## config.mk

```make
export PLATFORM = sky130hd
export DESIGN_NAME = vx_mem_unit_flat
export DESIGN_NICKNAME = d
export VERILOG_FILES = /design/src/rtl/vx_mem_unit_if.sv /design/src/rtl/vx_mem_unit.sv /design/src/flat_wrapper.sv
export SDC_FILE = /design/constraint.sdc
export NUM_CORES = 1
export LEC_CHECK = 0
export BUFFER_PORTS_ARGS = -buffer_cell sky130_fd_sc_hd__buf_2
export CORE_AREA = 8 8 196 198
export CTS_CLUSTER_SIZE = 40
export DETAILED_ROUTE_END_ITERATION = 12
export DIE_AREA = 0 0 204 206
export PLACE_DENSITY = 0.55
export REMOVE_ABC_BUFFERS = 1
export SYNTH_ARGS = -nofsm -noshare
export SYNTH_HDL_FRONTEND = slang
export SYNTH_SLANG_ARGS = --single-unit
```

## constraint.sdc

```tcl
create_clock -name clk -period 5.43 [get_ports clk]
set_input_delay 1.086 -clock clk [delete_from_list [all_inputs] [get_ports clk]]
set_output_delay 1.086 -clock clk [all_outputs]
set_load 0.03 [all_outputs]
```

## src/rtl/vx_mem_unit_if.sv

```systemverilog
// vx_mem_unit_if: pipeline-register and data-cache signals of the memory-stage sequencer
interface vx_mem_unit_if #(parameter int NT = 4, parameter int NW = 8);
  localparam int WW = $clog2(NW);
  logic [2:0] in_mem_read;
  logic [2:0] in_mem_write;
  logic [NT*32-1:0] in_alu_result;
  logic [NT*32-1:0] in_b_reg_data;
  logic [NT-1:0] in_valid;
  logic [4:0] in_rd;
  logic [1:0] in_wb;
  logic [WW-1:0] in_warp_num;
  logic out_freeze;
  logic out_cache_req_valid;
  logic [31:0] out_cache_req_addr;
  logic out_cache_req_we;
  logic [3:0] out_cache_req_be;
  logic [31:0] out_cache_req_wdata;
  logic in_cache_req_ready;
  logic in_cache_rsp_valid;
  logic [31:0] in_cache_rsp_data;
  logic [NT*32-1:0] out_mem_result;
  logic out_mem_valid;
  logic [NT-1:0] out_valid;
  logic [4:0] out_rd;
  logic [1:0] out_wb;
  logic [WW-1:0] out_warp_num;
  modport slave (
    input in_mem_read, in_mem_write, in_alu_result, in_b_reg_data, in_valid, in_rd, in_wb,
          in_warp_num, in_cache_req_ready, in_cache_rsp_valid, in_cache_rsp_data,
    output out_freeze, out_cache_req_valid, out_cache_req_addr, out_cache_req_we,
           out_cache_req_be, out_cache_req_wdata, out_mem_result, out_mem_valid, out_valid,
           out_rd, out_wb, out_warp_num
  );
  modport master (
    output in_mem_read, in_mem_write, in_alu_result, in_b_reg_data, in_valid, in_rd, in_wb,
           in_warp_num, in_cache_req_ready, in_cache_rsp_valid, in_cache_rsp_data,
    input out_freeze, out_cache_req_valid, out_cache_req_addr, out_cache_req_we,
          out_cache_req_be, out_cache_req_wdata, out_mem_result, out_mem_valid, out_valid,
          out_rd, out_wb, out_warp_num
  );
endinterface

```

## src/rtl/vx_mem_unit.sv

```systemverilog
// vx_mem_unit: serializes per-thread loads/stores onto a single-ported data cache and gathers aligned load data
module vx_mem_unit #(
  parameter int NT = 4,
  parameter int NW = 8
) (
  input logic clk,
  input logic reset_n,
  vx_mem_unit_if.slave bus
);
  localparam int TW = NT > 1 ? $clog2(NT) : 1;
  typedef enum logic [1:0] {IDLE, REQ, WAIT, DONE} state_t;
  state_t state;
  logic [NT-1:0] mask, mask_next;
  logic [TW-1:0] tid;
  logic pending, is_load;
  logic [31:0] addr, sdata, rdata, ld_data;
  logic [1:0] off;
  logic [7:0] lb;
  logic [15:0] lh;
  assign pending = bus.in_mem_read != 3'd7 || bus.in_mem_write != 3'd7;
  assign is_load = bus.in_mem_read != 3'd7;
  // clearing the lowest set bit retires the thread currently being served
  assign mask_next = mask & (mask - NT'(1));
  always_comb begin
    tid = '0;
    for (int i = NT - 1; i >= 0; i--) if (mask[i]) tid = TW'(i);
  end
  assign addr = bus.in_alu_result[32*tid +: 32];
  assign sdata = bus.in_b_reg_data[32*tid +: 32];
  assign off = addr[1:0];
  assign rdata = bus.in_cache_rsp_data;
  assign lb = rdata[8*off +: 8];
  assign lh = off[1] ? rdata[31:16] : rdata[15:0];
  assign ld_data = bus.in_mem_read == 3'd0 ? {{24{lb[7]}}, lb} :
                   bus.in_mem_read == 3'd1 ? {{16{lh[15]}}, lh} :
                   bus.in_mem_read == 3'd4 ? {24'b0, lb} :
                   bus.in_mem_read == 3'd5 ? {16'b0, lh} : rdata;
  assign bus.out_freeze = reset_n && pending && state != DONE;
  assign bus.out_cache_req_valid = state == REQ;
  assign bus.out_cache_req_addr = {addr[31:2], 2'b00};
  assign bus.out_cache_req_we = !is_load;
  assign bus.out_cache_req_be = is_load ? 4'hF :
                                bus.in_mem_write == 3'd0 ? 4'b0001 << off :
                                bus.in_mem_write == 3'd1 ? (off[1] ? 4'b1100 : 4'b0011) : 4'hF;
  assign bus.out_cache_req_wdata = bus.in_mem_write == 3'd0 ? {4{sdata[7:0]}} :
                                   bus.in_mem_write == 3'd1 ? {2{sdata[15:0]}} : sdata;
  assign bus.out_mem_valid = state == DONE;
  always_ff @(posedge clk or negedge reset_n) begin
    if (!reset_n) begin
      state <= IDLE;
      mask <= '0;
      bus.out_valid <= '0;
      bus.out_rd <= '0;
      bus.out_wb <= '0;
      bus.out_warp_num <= '0;
      bus.out_mem_result <= '0;
    end else begin
      case (state)
        IDLE: if (pending) begin
          mask <= bus.in_valid;
          bus.out_valid <= bus.in_valid;
          bus.out_rd <= bus.in_rd;
          bus.out_wb <= bus.in_wb;
          bus.out_warp_num <= bus.in_warp_num;
          bus.out_mem_result <= '0;
          state <= |bus.in_valid ? REQ : DONE;
        end
        REQ: if (bus.in_cache_req_ready) begin
          if (!is_load) mask <= mask_next;
          state <= is_load ? WAIT : (|mask_next ? REQ : DONE);
        end
        WAIT: if (bus.in_cache_rsp_valid) begin
          bus.out_mem_result[32*tid +: 32] <= ld_data;
          mask <= mask_next;
          state <= |mask_next ? REQ : DONE;
        end
        default: state <= IDLE;
      endcase
    end
  end
endmodule

```

## src/flat_wrapper.sv

```systemverilog
// flat-port wrapper written by rule: the top's interface ports become plain ports
module vx_mem_unit_flat 
#(
  parameter int NT = 4,
  parameter int NW = 8
)
  (clk, reset_n, bus_in_mem_read, bus_in_mem_write, bus_in_alu_result, bus_in_b_reg_data, bus_in_valid, bus_in_rd, bus_in_wb, bus_in_warp_num, bus_in_cache_req_ready, bus_in_cache_rsp_valid, bus_in_cache_rsp_data, bus_out_freeze, bus_out_cache_req_valid, bus_out_cache_req_addr, bus_out_cache_req_we, bus_out_cache_req_be, bus_out_cache_req_wdata, bus_out_mem_result, bus_out_mem_valid, bus_out_valid, bus_out_rd, bus_out_wb, bus_out_warp_num);
  vx_mem_unit_if #(.NT(NT), .NW(NW)) bus_i ();
  input logic clk;
  input logic reset_n;
  input wire logic [$bits(bus_i.in_mem_read)-1:0] bus_in_mem_read;
  input wire logic [$bits(bus_i.in_mem_write)-1:0] bus_in_mem_write;
  input wire logic [$bits(bus_i.in_alu_result)-1:0] bus_in_alu_result;
  input wire logic [$bits(bus_i.in_b_reg_data)-1:0] bus_in_b_reg_data;
  input wire logic [$bits(bus_i.in_valid)-1:0] bus_in_valid;
  input wire logic [$bits(bus_i.in_rd)-1:0] bus_in_rd;
  input wire logic [$bits(bus_i.in_wb)-1:0] bus_in_wb;
  input wire logic [$bits(bus_i.in_warp_num)-1:0] bus_in_warp_num;
  input wire logic [$bits(bus_i.in_cache_req_ready)-1:0] bus_in_cache_req_ready;
  input wire logic [$bits(bus_i.in_cache_rsp_valid)-1:0] bus_in_cache_rsp_valid;
  input wire logic [$bits(bus_i.in_cache_rsp_data)-1:0] bus_in_cache_rsp_data;
  output wire logic [$bits(bus_i.out_freeze)-1:0] bus_out_freeze;
  output wire logic [$bits(bus_i.out_cache_req_valid)-1:0] bus_out_cache_req_valid;
  output wire logic [$bits(bus_i.out_cache_req_addr)-1:0] bus_out_cache_req_addr;
  output wire logic [$bits(bus_i.out_cache_req_we)-1:0] bus_out_cache_req_we;
  output wire logic [$bits(bus_i.out_cache_req_be)-1:0] bus_out_cache_req_be;
  output wire logic [$bits(bus_i.out_cache_req_wdata)-1:0] bus_out_cache_req_wdata;
  output wire logic [$bits(bus_i.out_mem_result)-1:0] bus_out_mem_result;
  output wire logic [$bits(bus_i.out_mem_valid)-1:0] bus_out_mem_valid;
  output wire logic [$bits(bus_i.out_valid)-1:0] bus_out_valid;
  output wire logic [$bits(bus_i.out_rd)-1:0] bus_out_rd;
  output wire logic [$bits(bus_i.out_wb)-1:0] bus_out_wb;
  output wire logic [$bits(bus_i.out_warp_num)-1:0] bus_out_warp_num;
  assign bus_i.in_mem_read = bus_in_mem_read;
  assign bus_i.in_mem_write = bus_in_mem_write;
  assign bus_i.in_alu_result = bus_in_alu_result;
  assign bus_i.in_b_reg_data = bus_in_b_reg_data;
  assign bus_i.in_valid = bus_in_valid;
  assign bus_i.in_rd = bus_in_rd;
  assign bus_i.in_wb = bus_in_wb;
  assign bus_i.in_warp_num = bus_in_warp_num;
  assign bus_i.in_cache_req_ready = bus_in_cache_req_ready;
  assign bus_i.in_cache_rsp_valid = bus_in_cache_rsp_valid;
  assign bus_i.in_cache_rsp_data = bus_in_cache_rsp_data;
  assign bus_out_freeze = bus_i.out_freeze;
  assign bus_out_cache_req_valid = bus_i.out_cache_req_valid;
  assign bus_out_cache_req_addr = bus_i.out_cache_req_addr;
  assign bus_out_cache_req_we = bus_i.out_cache_req_we;
  assign bus_out_cache_req_be = bus_i.out_cache_req_be;
  assign bus_out_cache_req_wdata = bus_i.out_cache_req_wdata;
  assign bus_out_mem_result = bus_i.out_mem_result;
  assign bus_out_mem_valid = bus_i.out_mem_valid;
  assign bus_out_valid = bus_i.out_valid;
  assign bus_out_rd = bus_i.out_rd;
  assign bus_out_wb = bus_i.out_wb;
  assign bus_out_warp_num = bus_i.out_warp_num;
  vx_mem_unit #(.NT(NT), .NW(NW)) u_core (.clk(clk), .reset_n(reset_n), .bus(bus_i));
endmodule
```

==> results of run 1 <==
## synthesized netlist by cell type (2+ instances only)
cell type  instances  share of area
dfrtp_1          148           0.42
nand2_1           99          0.043
o211ai_1          69          0.059
mux4_2            62           0.16
nor2_1            52          0.022
clkbuf_1          32          0.014
mux2_2            31          0.040
a32o_1            28          0.032
o21ai_0           24          0.014
a22o_1            23          0.023
buf_2             21          0.012
mux2i_1           16          0.018
a21oi_1           14         0.0080
o31ai_1           10         0.0086
inv_1              9         0.0039
nor3_1             8         0.0046
o21ai_1            8         0.0046
a21o_1             7         0.0060
a22oi_1            7         0.0060
ha_1               7          0.010
nor2b_1            7         0.0050
a221o_1            6         0.0069
nand3_1            6         0.0034
buf_4              5         0.0043
nand2b_1           5         0.0036
nand4_1            5         0.0036
or3_1              5         0.0036
a221oi_1           4         0.0040
o211ai_2           4         0.0057
and2_1             3         0.0021
and3_1             3         0.0021
buf_6              3         0.0039
nor3b_1            3         0.0026
nor4_1             3         0.0021
or2_2              3         0.0021
a211oi_1           2         0.0017
a21boi_0           2         0.0017
a21oi_2            2         0.0020
buf_1              2        0.00086
mux2i_2            2         0.0032
## path summary, 6_finish.rpt
check | endpoint | slack, ns | depth (start not counted)
min in group asynchronous | u_core.bus.out_mem_result[127] | 0.57 | 1
max reg2reg | u_core.bus.out_mem_result[79] | 1.59 | 8
min reg2reg | u_core.bus.out_mem_result[75] | 0.48 | 2
min | u_core.bus.out_mem_result[75] | 0.48 | 2
max | bus_out_cache_req_wdata[30] | 0.92 | 8
max in group asynchronous | u_core.bus.out_mem_result[45] | 3.67 | 2
## kinds of logic after synthesis
| family | Yosys count | synth area share |
|---|---|---|
| other | 1 | 0.000429 |
| multiplexers | 111 | 0.221 |
| AO/OA/AOI/OAI | 220 | 0.196 |
| flip-flops | 148 | 0.424 |
| adder cells (fa/ha/maj) | 8 | 0.0112 |
| AND/OR/NAND/NOR | 210 | 0.109 |
| buffers and inverters | 72 | 0.0387 |
## per-layer routing
layer | global-route usage | wire, um | vias to the layer above | share of wire
met5 | 0 | 63 | - | 0.0012
met4 | 0.0625 | 1040 | 10 | 0.020
met3 | 0.0563 | 3480 | 52 | 0.068
met2 | 0.430 | 27200 | 448 | 0.53
met1 | 0.268 | 19300 | 4641 | 0.38
li1 | - | - | 3987 | -
## worst min-delay path, stage by stage (launching register included)
cell and delay (ns):
dfrtp_1 0.35, nand2_1 0.05, o31ai_1 0.05
## flip-flops by register name, indices dropped and copies added, names as in the netlist
register,flops
u_core.bus.out_mem_result,128
u_core.bus.out_rd,5
u_core.bus.out_valid,4
u_core.bus.out_warp_num,3
u_core.bus.out_wb,2
u_core.mask,4
u_core.state,2
## area by class of cell
type                       count  area (um^2)
antenna                        6         15.0
multi-input combinational    551         4730
clock inverter                12          109
sequential                   148         3700
timing repair buffer         539         2760
fill                        3686        22900
inverter                       9         36.3
tap                          461          577
clock buffer                  18          429
## power by group through the flow
stage / clock network (mW) / registers (mW) / logic [mW]
after floorplan: 0 / 1.57 / 2.62
after global placement: 0 / 1.35 / 4.30
after detailed placement: 0 / 1.36 / 4.30
after CTS: 1.14 / 1.34 / 4.31
after global routing: 1.19 / 1.36 / 4.50
final: 1.13 / 1.34 / 4.26
## through the flow
step                setup slack (ns)  cells  total power, mW  setup TNS, ns  cell area, um^2
floorplan                     -0.469    708             4.19         -13.26             8440
global placement                1.38   1708             5.65              0            11800
detailed placement              1.30   1708             5.66              0            11800
CTS                            0.883   1738             6.79              0            12300
global route                   0.667   1743             7.04              0            12400
finish                         0.923   1744             6.73              0            12400
==> impl_metrics.env, run 1 <==
export IMPL_grt_pass1_vias=9678
export IMPL_clkPwrFrac=0.168
export IMPL_drt_initial_drc_count=578
export IMPL_synth_edf_count=0
export IMPL_fmax_mhz=222
export IMPL_vias=9138
export IMPL_post_route_period_util=0.830
export IMPL_setup_viol=0
export IMPL_via_per_inst=5.24
export IMPL_min_from="u_core.bus.out_mem_result[75]"
export IMPL_netlist_instances=770
export IMPL_dp_hpwl_um=42100
export IMPL_crit_path_cell_trace="nor2b_1, o21ba_2, inv_4, buf_4, mux4_2, mux2i_1, a21oi_1, buf_2"
export IMPL_core_area_um2=35200
export IMPL_p_per_area_nw_per_um2=545
export IMPL_hp_class="reg -> reg"
export IMPL_worst_pin_slew_ns=1.17
export IMPL_crit_start="u_core.mask[2]"
export IMPL_fin_nets=1585
export IMPL_syn_area_per_cell_um2=11.3
export IMPL_cts_root_buf="clkbuf_16"
export IMPL_grt_max_degree=65
export IMPL_hold_viol=0
export IMPL_start_util=0.248
export IMPL_ys_warn_count=0
export IMPL_synth_main_ff_cell="dfrtp_1"
export IMPL_switching_share=0.510
export IMPL_slowest_stage="mux4_2"
export IMPL_layout_min_cycle_time_ns=4.51
export IMPL_ctsHoldBuffers=0
export IMPL_die_h_um=206
export IMPL_slowest_delay_ns=0.63
export IMPL_start_kind="flip-flop"
export IMPL_critPathTopFamily="buffers and inverters"
export IMPL_status="complete, no violations"
export IMPL_pin_count=526
export IMPL_io_buffers=523
export IMPL_mostFrequentLayoutCell="buf_2"
export IMPL_drive_gt1_frac=0.541
export IMPL_die_area_um2=42000
export IMPL_async_flop_share=1.00
export IMPL_path_clk_slew_ns=0.07
export IMPL_drv_slew=0
export IMPL_ant_nets=0
export IMPL_skew_ns=0.0146
export IMPL_die_w_um=204
export IMPL_worstSkewPairLatency_ns=0.43
export IMPL_routedWlPerCell_um=29.3
export IMPL_holdWs_ns=0.483
export IMPL_postLayoutCoreUtil=0.351
export IMPL_crit_buf_inv=3
export IMPL_grt_overflow=0
export IMPL_place_gp_congestion=1.04
export IMPL_drc_errors=0
export IMPL_numCtsBuffers=17
export IMPL_final_cell_mix="buf_2, dfrtp_1, nand2_1"
export IMPL_wirelength_um=51100
export IMPL_rr_startpoint="u_core.mask[1]"
export IMPL_relSlewSlack=0.221
export IMPL_crit_path_end_kind="output port"
export IMPL_synth_seq_cells=148
export IMPL_p_leak_nw=6.16
export IMPL_syn_area_um2=8740
export IMPL_grt_usage=0.234
export IMPL_antenna_found_initial=14
export IMPL_cts_setup_buffers=0
export IMPL_dr_pass1_iters=5
export IMPL_synth_cell_types=60
export IMPL_htree_levels=4
export IMPL_path_class="reg -> out"
export IMPL_internal_power_mw=3.29
export IMPL_placementRows=69
export IMPL_pwr_share_seq=0.199
export IMPL_clock_path_buffers=2
export IMPL_arrival_ns=3.42
export IMPL_grt_pass1_wl_um=71600
export IMPL_rsz0062_at_grt="no"
export IMPL_p_sw_mw=3.43
export IMPL_crit_required_ns=4.34
export IMPL_cts_tree="built"
export IMPL_cap_violations=0
export IMPL_cts_resized=0
export IMPL_clock_sinks=148
export IMPL_cp_max_fo=32
export IMPL_ir_worst_vdd_mv=0.276
export IMPL_share_comb_of_total_power=0.633
export IMPL_synthToLayoutAreaGrowth_pct=41.4
export IMPL_ys_seq_area_frac=0.424
Power figures use the tool's default switching activity.
==> run 2, diff against run 1 <==
ABC_AREA = 1   (was unset)
CORE_AREA = 8 8 199 201   (was 8 8 196 198)
DIE_AREA = 0 0 207 209   (was 0 0 204 206)
PLACE_DENSITY = 0.56   (was 0.55)
clock period = 4.2 ns   (was 5.43 ns; I/O delays follow)
==> impl_metrics.env, run 2 <==
export IMPL_status="complete, no violations"
export IMPL_syn_area_per_cell_um2=6.94
export IMPL_cts_resized=0
export IMPL_reg2reg_slack_ns=0.94
export IMPL_regMostFlops="u_core.bus.out_mem_result"
export IMPL_grt_usage=0.230
export IMPL_hp_class="in -> async"
export IMPL_synthTopCellsByArea="dfrtp_1, nand2_1, o21ai_0"
export IMPL_syn_area_um2=9670
export IMPL_setup_viol=0
export IMPL_drc_errors=0
export IMPL_start_kind="flip-flop"
export IMPL_grt_pass1_wl_um=77100
export IMPL_synth_seq_cells=148
export IMPL_post_route_period_util=0.909
export IMPL_io_buffers=523
export IMPL_arrival_ns=2.98
export IMPL_reg2reg_depth=12
export IMPL_cts_setup_buffers=0
export IMPL_routedWlPerCell_um=21.9
export IMPL_grt_overflow=0
export IMPL_ctsHoldBuffers=0
export IMPL_clock_sinks=148
export IMPL_die_area_um2=43300
export IMPL_path_class="reg -> out"
export IMPL_place_gp_congestion=0.995
export IMPL_synth_edf_count=0
export IMPL_r2r_end="u_core.bus.out_mem_result[124]"
export IMPL_dp_slack_ns=0.832
export IMPL_cts_root_buf="clkbuf_16"
export IMPL_wirelength_um=51700
export IMPL_synth_main_ff_cell="dfrtp_1"
export IMPL_layout_min_cycle_time_ns=3.82
export IMPL_finalWorstSetupSlack_ns=0.384
export IMPL_clock_path_buffers=2
export IMPL_ant_nets=0
export IMPL_grt_pass1_vias=11785
export IMPL_synth_cell_types=40
export IMPL_dp_hpwl_um=41200
export IMPL_ys_seq_area_frac=0.383
export IMPL_via_per_inst=5.03
export IMPL_largest_reg_flops=128
export IMPL_final_cell_mix="buf_2, nand2_1, nor2_1"
export IMPL_core_area_um2=36300
export IMPL_netlist_instances=1394
export IMPL_grt_max_degree=69
export IMPL_htree_levels=4
export IMPL_mostFrequentLayoutCell="buf_2"
export IMPL_drive_gt1_frac=0.346
export IMPL_cap_violations=0
export IMPL_placementRows=70
export IMPL_synthToLayoutAreaGrowth_pct=38.4
export IMPL_pin_count=526
export IMPL_rsz0062_at_grt="no"
export IMPL_worstSkewPairLatency_ns=0.43
export IMPL_path_clk_slew_ns=0.06
export IMPL_hold_viol=0
export IMPL_ir_worst_vdd_mv=0.528
export IMPL_synth_largest_area_cell="dfrtp_1"
export IMPL_async_flop_share=1.00
export IMPL_relSlewSlack=0.314
export IMPL_synthMostInstantiatedCell="nand2_1"
export IMPL_setup_tns_ns=0
export IMPL_reg_top3="u_core.bus.out_mem_result: 128 flops, u_core.bus.out_rd: 5 flops"
export IMPL_crit_path_end_kind="output port"
export IMPL_antenna_found_initial=17
export IMPL_die_h_um=209
export IMPL_dr_pass1_iters=5
export IMPL_drt_initial_drc_count=958
export IMPL_skew_ns=0.00852
export IMPL_crit_required_ns=3.36
export IMPL_worst_pin_slew_ns=1.03
export IMPL_p_per_area_nw_per_um2=803
export IMPL_drv_slew=0
export IMPL_fmax_mhz=262
export IMPL_multiInputGateArea_um2=5260
export IMPL_ys_warn_count=0
export IMPL_cp_max_fo=68
export IMPL_p_leak_nw=7.37
export IMPL_rr_startpoint="u_core.mask[1]"
export IMPL_start_util=0.267
export IMPL_synthTopCellsByCount="nand2_1, nor2_1, o21ai_0, dfrtp_1, nand3_1"
export IMPL_vias=11890
export IMPL_final_seq_area_um2=3700
export IMPL_numCtsBuffers=17
export IMPL_cts_tree="built"
export IMPL_synth_top_cell_area_share=0.383
export IMPL_fin_nets=2193
export IMPL_fillers=3964
export IMPL_die_w_um=207
## run 2: cell types whose count changed after synthesis, sizes merged, moves of 47 or more
cell    change
o211ai     -52
o32ai      +47
nor2      +152
nand2     +314
nand3     +127
o21ai     +135
mux4       -62
inv        +67
## run 2: worst max path at each step
stage / from / endpoint / cells after the start
final: u_core.mask[0] / bus_out_cache_req_wdata[30] / 9
after global routing: u_core.mask[2] / bus_out_cache_req_wdata[30] / 10
after CTS: u_core.mask[1] / bus_out_cache_req_wdata[30] / 9
after detailed placement: bus_in_mem_write[2] / bus_out_cache_req_wdata[27] / 9
after global placement: u_core.mask[0] / bus_out_cache_req_be[0] / 10
after floorplan: u_core.mask[1] / u_core.bus.out_mem_result[15] / 9
## run 2: where the power goes
part / internal (mW) / switching, mW
logic: 1.89 / 5.45
registers: 1.62 / 0.127
clock network: 1.03 / 0.630
## run 2: final cells by class
class | count | area share
Inverter | 77 | 0.0216
Clock buffer | 20 | 0.0341
Sequential cell | 148 | 0.277
Multi-Input combinational cell | 1073 | 0.393
Timing Repair Buffer | 557 | 0.216
Tap cell | 468 | 0.0437
Antenna cell | 9 | 0.00168
Clock inverter | 11 | 0.0132
## run 2: cell families (layout without fill, tap and decap cells)
kind of cell / Yosys count / count (layout) / share of synthesized area
AOI/OAI and AO/OA: 273 / 273 / 0.173
DFF: 148 / 148 / 0.383
and+or+nand+nor: 779 / 779 / 0.345
other: 1 / 11 / 0.000388
buffers and inverters: 174 / 665 / 0.0760
adders and majority gates: 7 / 7 / 0.00906
muxes: 12 / 12 / 0.0140
## run 2: critical path: stages, from the launching register on
cell	delay, ns
dfrtp_1	0.42
nor2_1	0.14
nand2_2	0.16
nand2_8	0.33
buf_4	0.30
nor2_1	0.06
o32ai_1	0.63
nand2_1	0.15
nand3_1	0.13
buf_2	0.20
## run 2: stage by stage
step	hold slack, ns	power, mW	util	std cells	instance area, um^2
floorplan	0.544	6.34	-	1298	9230
global placement	0.460	9.09	0.351	2323	12700
detailed placement	0.461	9.12	0.351	2323	12700
CTS	0.357	10.8	0.369	2354	13400
global route	0.383	11.5	0.369	2362	13400
finish	0.363	10.7	0.369	2363	13400
## run 2: layer usage
metal / GRT usage / wire (um) / vias to the layer above
met5: 0 / 62 / -
met4: 0.0495 / 665 / 12
met3: 0.0632 / 4240 / 51
met2: 0.348 / 22800 / 508
met1: 0.322 / 23900 / 5679
li1: - / - / 5640
